$ cat src/rtl/trace_mem_sequencer.sv
// Trace playback sequencer: arbitrates the single-port trace SRAM between host loads and playback
// reads, and buffers read data in a small FIFO so the cache model can back-pressure the stream.
module trace_mem_sequencer #(
  parameter int ADDR_W     = 10,
  parameter int DATA_W     = 32,
  parameter int FIFO_DEPTH = 4
) (
  input  logic              clk,
  input  logic              reset_n,
  input  logic              host_we,
  input  logic [ADDR_W-1:0] host_addr,
  input  logic [DATA_W-1:0] host_din,
  output logic              host_ack,
  input  logic              start,
  input  logic              stop,
  input  logic [ADDR_W-1:0] base_addr,
  input  logic [ADDR_W:0]   trace_len,
  output logic              sram_csb,
  output logic              sram_web,
  output logic [ADDR_W-1:0] sram_addr,
  output logic [DATA_W-1:0] sram_din,
  input  logic [DATA_W-1:0] sram_dout,
  output logic              trace_valid,
  output logic [DATA_W-1:0] trace_addr,
  input  logic              trace_ready,
  output logic              busy,
  output logic              done,
  output logic [ADDR_W:0]   consumed_cnt,
  output logic [1:0]        fsm_state
);

  localparam int CW = $clog2(FIFO_DEPTH);
  localparam logic [ADDR_W:0] MAX_LEN = {1'b1, {ADDR_W{1'b0}}};

  typedef enum logic [1:0] {
    S_IDLE  = 2'd0,
    S_RUN   = 2'd1,
    S_DRAIN = 2'd2,
    S_DONE  = 2'd3
  } state_t;

  state_t state, state_nxt;

  logic [ADDR_W-1:0] rd_ptr;
  logic [ADDR_W:0]   remaining;
  logic              rd_req_q;   // read currently on the SRAM port
  logic              rd_pend_q;  // read whose data is on sram_dout this cycle
  logic [DATA_W-1:0] fifo_mem [FIFO_DEPTH];
  logic [CW-1:0]     fifo_wp, fifo_rp;
  logic [CW:0]       fifo_count;
  logic [1:0]        inflight;
  logic [CW+1:0]     occupancy;
  logic [ADDR_W:0]   len_clamped;
  logic              active, start_acc, abort, read_grant, push, pop;

  assign active      = (state == S_RUN) || (state == S_DRAIN);
  assign start_acc   = start && !stop && !active;
  assign abort       = stop && active;
  assign len_clamped = (trace_len > MAX_LEN) ? MAX_LEN : trace_len;

  // Credit check counts FIFO entries plus both read pipeline stages, so a push never finds the FIFO full.
  assign inflight   = {1'b0, rd_req_q} + {1'b0, rd_pend_q};
  assign occupancy  = {1'b0, fifo_count} + {{CW{1'b0}}, inflight};
  assign read_grant = (state == S_RUN) && !stop && !host_we && (remaining != '0) &&
                      (occupancy < (CW+2)'(FIFO_DEPTH));

  // trace_valid/trace_ready: a transfer happens in any cycle both are high; trace_addr holds while valid && !ready.
  assign trace_valid = (fifo_count != '0);
  assign trace_addr  = fifo_mem[fifo_rp];
  assign push        = rd_pend_q;
  assign pop         = trace_valid && trace_ready;

  assign busy      = active;
  assign done      = (state == S_DONE);
  assign fsm_state = state;

  always_ff @(posedge clk or negedge reset_n) begin
    if (!reset_n) state <= S_IDLE;
    else          state <= state_nxt;
  end

  always_comb begin
    state_nxt = state;
    case (state)
      S_IDLE: begin
        if (start_acc) state_nxt = (len_clamped == '0) ? S_DONE : S_RUN;
      end
      S_RUN: begin
        if (stop) state_nxt = S_IDLE;
        else if ((remaining == '0) || (read_grant && remaining == (ADDR_W+1)'(1))) state_nxt = S_DRAIN;
      end
      S_DRAIN: begin
        if (stop) state_nxt = S_IDLE;
        else if ((fifo_count == '0) && (inflight == 2'd0)) state_nxt = S_DONE;
      end
      S_DONE: begin
        if (stop) state_nxt = S_IDLE;
        else if (start_acc) state_nxt = (len_clamped == '0) ? S_DONE : S_RUN;
      end
      default: state_nxt = S_IDLE;
    endcase
  end

  always_ff @(posedge clk or negedge reset_n) begin
    if (!reset_n) begin
      sram_csb     <= 1'b1;
      sram_web     <= 1'b1;
      sram_addr    <= '0;
      sram_din     <= '0;
      host_ack     <= 1'b0;
      rd_ptr       <= '0;
      remaining    <= '0;
      rd_req_q     <= 1'b0;
      rd_pend_q    <= 1'b0;
      fifo_wp      <= '0;
      fifo_rp      <= '0;
      fifo_count   <= '0;
      consumed_cnt <= '0;
      for (int i = 0; i < FIFO_DEPTH; i++) fifo_mem[i] <= '0;
    end else begin
      if (host_we) begin
        sram_csb  <= 1'b0;
        sram_web  <= 1'b0;
        sram_addr <= host_addr;
        sram_din  <= host_din;
        host_ack  <= 1'b1;
      end else if (read_grant) begin
        sram_csb  <= 1'b0;
        sram_web  <= 1'b1;
        sram_addr <= rd_ptr;
        host_ack  <= 1'b0;
      end else begin
        sram_csb  <= 1'b1;
        sram_web  <= 1'b1;
        host_ack  <= 1'b0;
      end

      if (start_acc) begin
        rd_ptr    <= base_addr;
        remaining <= len_clamped;
      end else if (abort) begin
        remaining <= '0;
      end else if (read_grant) begin
        rd_ptr    <= rd_ptr + ADDR_W'(1);
        remaining <= remaining - (ADDR_W+1)'(1);
      end

      rd_req_q  <= read_grant;
      rd_pend_q <= abort ? 1'b0 : rd_req_q;

      if (abort) begin
        fifo_wp    <= '0;
        fifo_rp    <= '0;
        fifo_count <= '0;
      end else begin
        if (push) begin
          fifo_mem[fifo_wp] <= sram_dout;
          fifo_wp           <= fifo_wp + CW'(1);
        end
        if (pop) fifo_rp <= fifo_rp + CW'(1);
        case ({push, pop})
          2'b10:   fifo_count <= fifo_count + (CW+1)'(1);
          2'b01:   fifo_count <= fifo_count - (CW+1)'(1);
          default: fifo_count <= fifo_count;
        endcase
      end

      if (start_acc) consumed_cnt <= '0;
      else if (pop)  consumed_cnt <= consumed_cnt + (ADDR_W+1)'(1);
    end
  end

endmodule

$ cat config.mk
export PLATFORM = sky130hd
export DESIGN_NAME = trace_mem_sequencer
export DESIGN_NICKNAME = d
export VERILOG_FILES = /design/src/rtl/trace_mem_sequencer.sv
export SDC_FILE = /design/constraint.sdc
export NUM_CORES = 1
export LEC_CHECK = 0
export CAP_MARGIN = 20
export CORE_MARGIN = 2
export CORE_UTILIZATION = 55
export DETAILED_ROUTE_END_ITERATION = 8
export GPL_TIMING_DRIVEN = 0
export HOLD_SLACK_MARGIN = 0.15
export PLACE_DENSITY = 0.89
export SLEW_MARGIN = 20
export SYNTH_ARGS = -nofsm -noshare
export SYNTH_HDL_FRONTEND = slang
export SYNTH_SLANG_ARGS = --single-unit
$ cat constraint.sdc
create_clock -name clk -period 6.75 [get_ports clk]
set_input_delay 1.35 -clock clk [delete_from_list [all_inputs] [get_ports clk]]
set_output_delay 1.35 -clock clk [all_outputs]
set_load 0.01 [all_outputs]
# ---- After elaboration in Yosys (flattened, before gate mapping)
# Cells that the tools add are included.
dict set report op_classes {
  n_eq_ne 9
  n_lt_le_gt_ge 5
  n_reduce_logical 33
  n_bitwise 3
  muxes 36
  addsub 9
}
# op n
set op_table {}
lappend op_table {{bitwise mux 128 bit} 1}
lappend op_table {{2-to-1 mux 32 bit} 3}
lappend op_table {{2-to-1 mux 11 bit} 6}
lappend op_table {{binary-select mux 32 bit (select 2 bit)} 1}
lappend op_table {{demux 32 bit (select 2 bit)} 1}
lappend op_table {{2-to-1 mux 10 bit} 5}
lappend op_table {{logical NOT 11 bit} 2}
lappend op_table {{2-to-1 mux 2 bit} 11}
lappend op_table {{adder 11 x 1 -> 11 bit (second input constant)} 1}
lappend op_table {{equality test 11 x 1 -> 1 bit (second input constant)} 1}
lappend op_table {{> comparator 11 bit (second input constant)} 1}
lappend op_table {{logical AND 1 bit} 11}
lappend op_table {{nonzero test 11 bit} 1}
lappend op_table {{subtractor 11 x 1 -> 11 bit (second input constant)} 1}
lappend op_table {{adder 10 x 1 -> 10 bit (second input constant)} 1}
lappend op_table {{nonzero test 2 bit} 5}
lappend op_table {{nonzero test 3 bit} 3}
lappend op_table {{one-hot mux 2 bit (4 select lines)} 1}
lappend op_table {{equality test 2 bit (second input constant)} 3}
lappend op_table {{>= comparator 3 bit (second input constant)} 2}
lappend op_table {{inequality test 3 x 2 -> 1 bit (second input constant)} 2}
lappend op_table {{inverter 2 -> 3 bit} 2}
lappend op_table {{one-hot mux 3 bit (2 select lines)} 1}
lappend op_table {{AND reduction 2 bit} 3}
lappend op_table {{other kinds (16)} 26}
dict set report word_totals {
  reg_bits 216
  wordCells 113
  out_inout_bits 93
  in_bits 101
}

# ---- Longest topological paths before layout
# Gate-level depths: netlist of the first run.
dict set report logic_depth {
  ltp_word 10
  depth_mapped 9
  depth_no_buf 7
}

# ---- Worst setup path after synthesis of the first run
# OpenSTA, ideal clock, no wires.
dict set report synth_path {
  path_kind {reg-to-output}
  start {register fifo_rp[0]}
  end {output trace_addr[10]}
  t_arrival_ps 1512
  required_time_ps 5400
  stages_incl_launch_ff 4
  path_buffers 2
  slack_ps 3888
  path_cell_list {dfrtp_1 > clkbuf_1 > buf_2 > mux4_2}
}
dict set report synth_via {
  elab_chain_len 4
}
# item line_no
set synth_lines {}
lappend synth_lines {{start, declared} 49} ;# logic [CW-1:0] fifo_wp, fifo_rp;
lappend synth_lines {{start signal, assigned} 160} ;# if (pop) fifo_rp <= fifo_rp + CW'(1);
lappend synth_lines {{inverter 2 -> 3 bit (not written as such)} 69} ;# assign trace_addr = fifo_mem[fifo_rp];
lappend synth_lines {{binary-select mux 32 bit (select 2 bit)} 69}
lappend synth_lines {{2-to-1 mux 32 bit (not written as such) (2 in series)} 69}
lappend synth_lines {{end, declared} 24} ;# output logic [DATA_W-1:0] trace_addr,
# No other way between the ends. The select of a mux whose other input is x is not followed.

# ---- Worst setup path after layout of the first run
dict set report layout_path {
  start {register fifo_rp[0]}
  end {output trace_addr[4]}
}
# The elaborated chain is that of the path after synthesis.

==> metrics, run 1 <==
status completed; Reg2Reg Capture Point rd_ptr[8]; Stages on worst setup path 4; worst reg-to-reg path cell count 6; CP top delay family buffers and inverters; first-pass GRT wire length 36000 µm; Slew @ Worst Pin 755 ps; top-area cell type share of the netlist area 54.8%; library cells used by synthesis 55; 1st-iter DRT viols 366; leak pwr 0.00569 µW; number of enable flip-flop cells after synthesis 0; Arr. time, crit path 2770 ps; R2R setup slack 4120 ps; fill count 1144; asr flop ratio synth 100%; Setup crit start kind register; largest family of logic cells by synthesized area multiplexers; Highest Clock Rate 243 MHz; chip height 137 µm; n_diodes 0; Syn Nets 823; Die ar. 0.0188 mm²; top cells by count, synth 214 x dfrtp_1, 160 x mux2_2, 35 x nand2_1; HPWL after DPL 15500 µm; Max Cap Viol 0; Synth Area in Adders 2.13%; Final nets 1043; core outline area 0.0174 mm²; via count 6617; final hold vios 0; synth-to-layout area growth 30.9%; Critical Path Sink trace_addr[4]; most frequent cell after synthesis dfrtp_1; TritonCTS buffer count 23; Chip Width 137 µm; total power 4510 µW; pwr dens 353 mW/mm²; share of cells above drive strength 1 27.2%; CTS root buf clkbuf_16; Placer Congestion 0.920; Crit path buffers/inverters 3; htree depth 1; TritonCTS clock tree yes; syn avg cell area 13.8 µm²; clk slew on worst S/H paths 60 ps; area of the multi-input gates 0.00417 mm²; initial antenna violation count 0; Hold Buf Count CTS 0; Critical Path Start fifo_rp[0]; vias in the first global route 7024; max_slew headroom 49.5%; leading area contributor after synthesis dfrtp_1; CP peak stage delay 580 ps; unrepaired setup endpoints after global routing false; CP Capture Type output port; Synth Area in Simple Gates 6.74%; Sink Count 216; uppermost routed layer met4; initial cell density of the core 56.3%; total wire length 22300 µm; final setup TNS 0 ps; drt wl/cell 19.1 µm; Slowest cell on crit path mux4_2; final setup violation count 0; dpl ws 3000 ps; period utilization 61.0%; worst setup margin 2630 ps; Final Critical Period 4120 ps; mapped cell area 0.00977 mm²; Overall Global Routing Usage 24.3%; Max Fanout on Critical Path 10; IO Port Bufs 193; # DRC 0; row cnt 48; CP required 5400 ps; Max IR drop VDD 241 µV; XOR/XNOR Fraction of Synth Area 1.88%; clk_lat worst skew 510 ps; Min-Delay Path Class register to register; DRT met1 WL 9010 µm; crit path kind register to output port; clock tree buffer depth 3; mux cell area share after synthesis 26.4%; Routed Antenna Nets 0; r2r startpoint fsm_state[0]; synthesized instance count 706; post-DR vias/cell 5.67; YS warnings 0; Setup Buffers After CTS 0; grt ovf 0; Setup Skew 16.5 ps; register bit total from synthesis 216; metal2 WL 11200 µm; Post-CTS Resized 0; register area 0.00541 mm²; CP Cell Sequence clkbuf_1 -> buf_2 -> mux4_2 -> clkdlybuf4s50_1; post-synthesis compound-gate area fraction 5.48%; fin. max-slew vios 0; routed wl met3 1260 µm; top cells by area, synth dfrtp_1 55%, mux2_2 18%, mux4_2 7.4%; post-synthesis sequential area ratio 55.4%; Post-synth top flop dfrtp_1; pin count of the biggest net entering global routing 87; Boundary Pins 194; Pre-antenna DRT Iters 4
==> cell type report <==
| cell class | count | area share, % |
|---|---|---|
| Buffer | 35 | 1.14 |
| Clock buffer | 31 | 5.21 |
| Clock inverter | 10 | 0.636 |
| Inverter | 12 | 0.352 |
| Multi-Input combinational cell | 443 | 32.6 |
| Sequential cell | 216 | 42.3 |
| Tap cell | 225 | 2.20 |
| Timing Repair Buffer | 195 | 15.6 |
==> state kept, by name, summed over array words and instances (netlist names) <==
| register | flops |
|---|---|
| sram_din | 32 |
| fifo_count | 3 |
| fsm_state | 2 |
| remaining | 11 |
| fifo_rp | 2 |
| sram_web | 1 |
| sram_addr | 10 |
| rd_ptr | 10 |
| fifo_mem | 128 |
| sram_csb | 1 |
| consumed_cnt | 11 |
| rd_req_q | 1 |
| fifo_wp | 2 |
| host_ack | 1 |
| push | 1 |
==> how the worst min path moves through the flow <==
stage / from / endpoint / slack, ps / cells past startpoint
6_report: sram_addr[7] / sram_addr[7] / 470 / 1
5_1_grt: sram_addr[1] / sram_addr[1] / 500 / 1
4_1_cts: sram_addr[7] / sram_addr[7] / 480 / 1
3_5_place_dp: sram_addr[7] / sram_addr[7] / 460 / 1
3_3_place_gp: sram_addr[8] / sram_addr[8] / 460 / 1
2_1_floorplan: fifo_mem[32] / fifo_mem[32] / 470 / 1
==> worst reg2reg max path, cell delays in order, from the launching register on <==
cell and delay, ps:
dfrtp_1 400, inv_1 110, ha_1 390, nor3b_1 510, clkbuf_1 450, clkbuf_1 450
o21ai_0 180
==> metal layers <==
metal | vias to the layer above | track usage (%)
met1 | 3314 | 31.3
met3 | 56 | 3.86
met5 | - | 0
met2 | 198 | 41.8
li1 | 3049 | -
met4 | 0 | 9.34
==> through the flow <==
stage	cells	instance area (µm²)	hold slack [ps]	util, %
final	1167	12800	473	73.7
after global routing	1167	12800	497	73.7
after CTS	1167	12800	477	73.7
after detailed placement	1126	12000	464	69.4
after global placement	1124	12000	458	69.0
after floorplan	706	9770	474	-
==> cells by family after synthesis <==
| group | count (synthesis) |
|---|---|
| xor gates and xnor gates | 21 |
| AOI/OAI and AO/OA | 79 |
| muxes | 198 |
| and+or+nand+nor | 129 |
| DFF | 216 |
| adders and majority gates | 16 |
| buffers and inverters | 47 |
==> report_power, final <==
| group | internal (µW) | switching [µW] | total [µW] | leakage [µW] |
|---|---|---|---|---|
| combinational | 853 | 670 | 1520 | 0.00253 |
| sequential | 1560 | 195 | 1760 | 0.00278 |
| clock | 729 | 503 | 1230 | 0.000375 |
==> placed cells by master, fill, tap and decap left out, drive strengths merged, types with 7 or more instances in the layout <==
cell type      Yosys  routed
a21o              10      10
a21oi             23      23
a22o              12      12
buf               21      24
clkbuf            14      45
clkdlybuf4s50      0     192
clkinv             0       7
dfrtp            214     214
ha                15      15
inv               12      13
mux2             160     160
mux4              32      32
nand2             35      35
nand3             17      17
nor2              35      35
nor3               8       8
o21ai             15      15
xnor2             13      13
xor2               8       8
No activity file was read; power rests on OpenSTA's default activity.
==> run 2, diff against run 1 <==
- CORE_UTILIZATION: 55 -> 52
- PLACE_DENSITY: 0.89 -> 0.85
- clock period: 6.75 -> 4.3 ns (I/O delays scaled with it)
==> metrics, run 2 (synthesized netlist as in run 1, its figures left out) <==
status completed; Setup Skew 8.07 ps; unrepaired setup endpoints after global routing false; row cnt 50; biggest regs fifo_mem: 128 flops, sram_din: 32 flops; share of cells above drive strength 1 27.0%; dpl ws 1050 ps; TritonCTS clock tree yes; htree depth 1; Reg2Reg Capture Point remaining[2]; Arr. time, crit path 2740 ps; Setup Buffers After CTS 0; chip height 141 µm; IO Port Bufs 193; max reg flops 128; r2r startpoint fsm_state[0]; Sink Count 216; commonest non-fill, non-tap cell in the layout dfrtp_1; core outline area 0.0186 mm²; metal2 WL 11000 µm; initial antenna violation count 1; HPWL after DPL 15200 µm; Boundary Pins 194; routed wl met3 1010 µm; R2R setup slack 1630 ps; Pre-antenna DRT Iters 4; clk slew on worst S/H paths 60 ps; worst setup margin 702 ps; synth-to-layout area growth 31.9%; clk_lat worst skew 510 ps; Chip Width 141 µm; Stages on worst setup path 4; Post-CTS Resized 0; Max Fanout on Critical Path 10; total wire length 21900 µm; DRT met1 WL 9570 µm; Most flops, register fifo_mem; via count 6596; max_slew headroom 49.7%; Slew @ Worst Pin 753 ps; Overall Global Routing Usage 22.1%; CP required 3440 ps; initial cell density of the core 52.6%; fin util 69.3%; pwr dens 566 mW/mm²; Final nets 1043; Routed Antenna Nets 0; Min-Delay Path Class input port to async pin; TritonCTS buffer count 23; Highest Clock Rate 278 MHz; final hold vios 0; Die ar. 0.0199 mm²; 1st-iter DRT viols 269; CP top delay family buffers and inverters; crit path kind register to output port; CTS root buf clkbuf_16; Final Critical Period 3600 ps; Slowest cell on crit path mux4_2; clock tree buffer depth 3; post-DR vias/cell 5.60; Max IR drop VDD 370 µV; fin. max-slew vios 0; drt wl/cell 18.6 µm; worst reg-to-reg path cell count 8; # DRC 0; commonest cells after routing, fill and taps aside 214 x dfrtp_1, 192 x clkdlybuf4s50_1, 160 x mux2_2, 35 x nand2_1, 34 x nor2_1; CP Capture Type output port; leak pwr 0.00573 µW; vias in the first global route 6792; period utilization 83.7%; pin count of the biggest net entering global routing 84; final setup TNS 0 ps; Placer Congestion 0.876; grt ovf 0; Hold Buf Count CTS 0; first-pass GRT wire length 35400 µm; CP Cell Sequence clkbuf_1 -> buf_2 -> mux4_2 -> clkdlybuf4s50_1; uppermost routed layer met4; Setup crit start kind register; final setup violation count 0; CP peak stage delay 560 ps; Max Cap Viol 0; Crit path buffers/inverters 3
==> run 2: report_power, final <==
part	internal, µW	total (µW)	switching [µW]
clock	1350	2150	795
combinational	1340	2380	1050
sequential	2460	2760	307
total	5140	7290	2150
==> run 2: worst max-delay path by stage <==
stage	from	slack [ps]	end
after floorplan	fifo_rp[0]	1930	trace_addr[10]
final	fifo_rp[0]	700	trace_addr[3]
after global placement	reset_n	-6750	remaining[9]
after CTS	fifo_rp[0]	630	trace_addr[13]
after global routing	fifo_rp[0]	500	trace_addr[3]
after detailed placement	host_we	1050	remaining[10]
==> run 2: cell type report <==
type                       count  area [µm²]
buffer                        35         145
inverter                      12        45.0
timing repair buffer         195        1990
clock buffer                  31         646
clock inverter                10         179
antenna                        1        2.50
multi-input combinational    443        4170
tap                          234         293
fill                        1309        5700
sequential                   216        5410
==> run 2: per-stage QoR <==
step / hold WS, ps / cell area (µm²) / total power [µW] / std cells
after floorplan: 474 / 9770 / 4160 / 706
after global placement: 460 / 12000 / 5100 / 1133
after detailed placement: 464 / 12100 / 5180 / 1135
after CTS: 270 / 12900 / 7350 / 1176
after global routing: 281 / 12900 / 7690 / 1177
final: 262 / 12900 / 7290 / 1177
==> run 2: metal layers <==
layer	GRT usage (%)	vias up
met4	5.95	0
met1	29.6	3367
met2	38.0	161
met3	3.46	31
li1	-	3037
met5	0	-
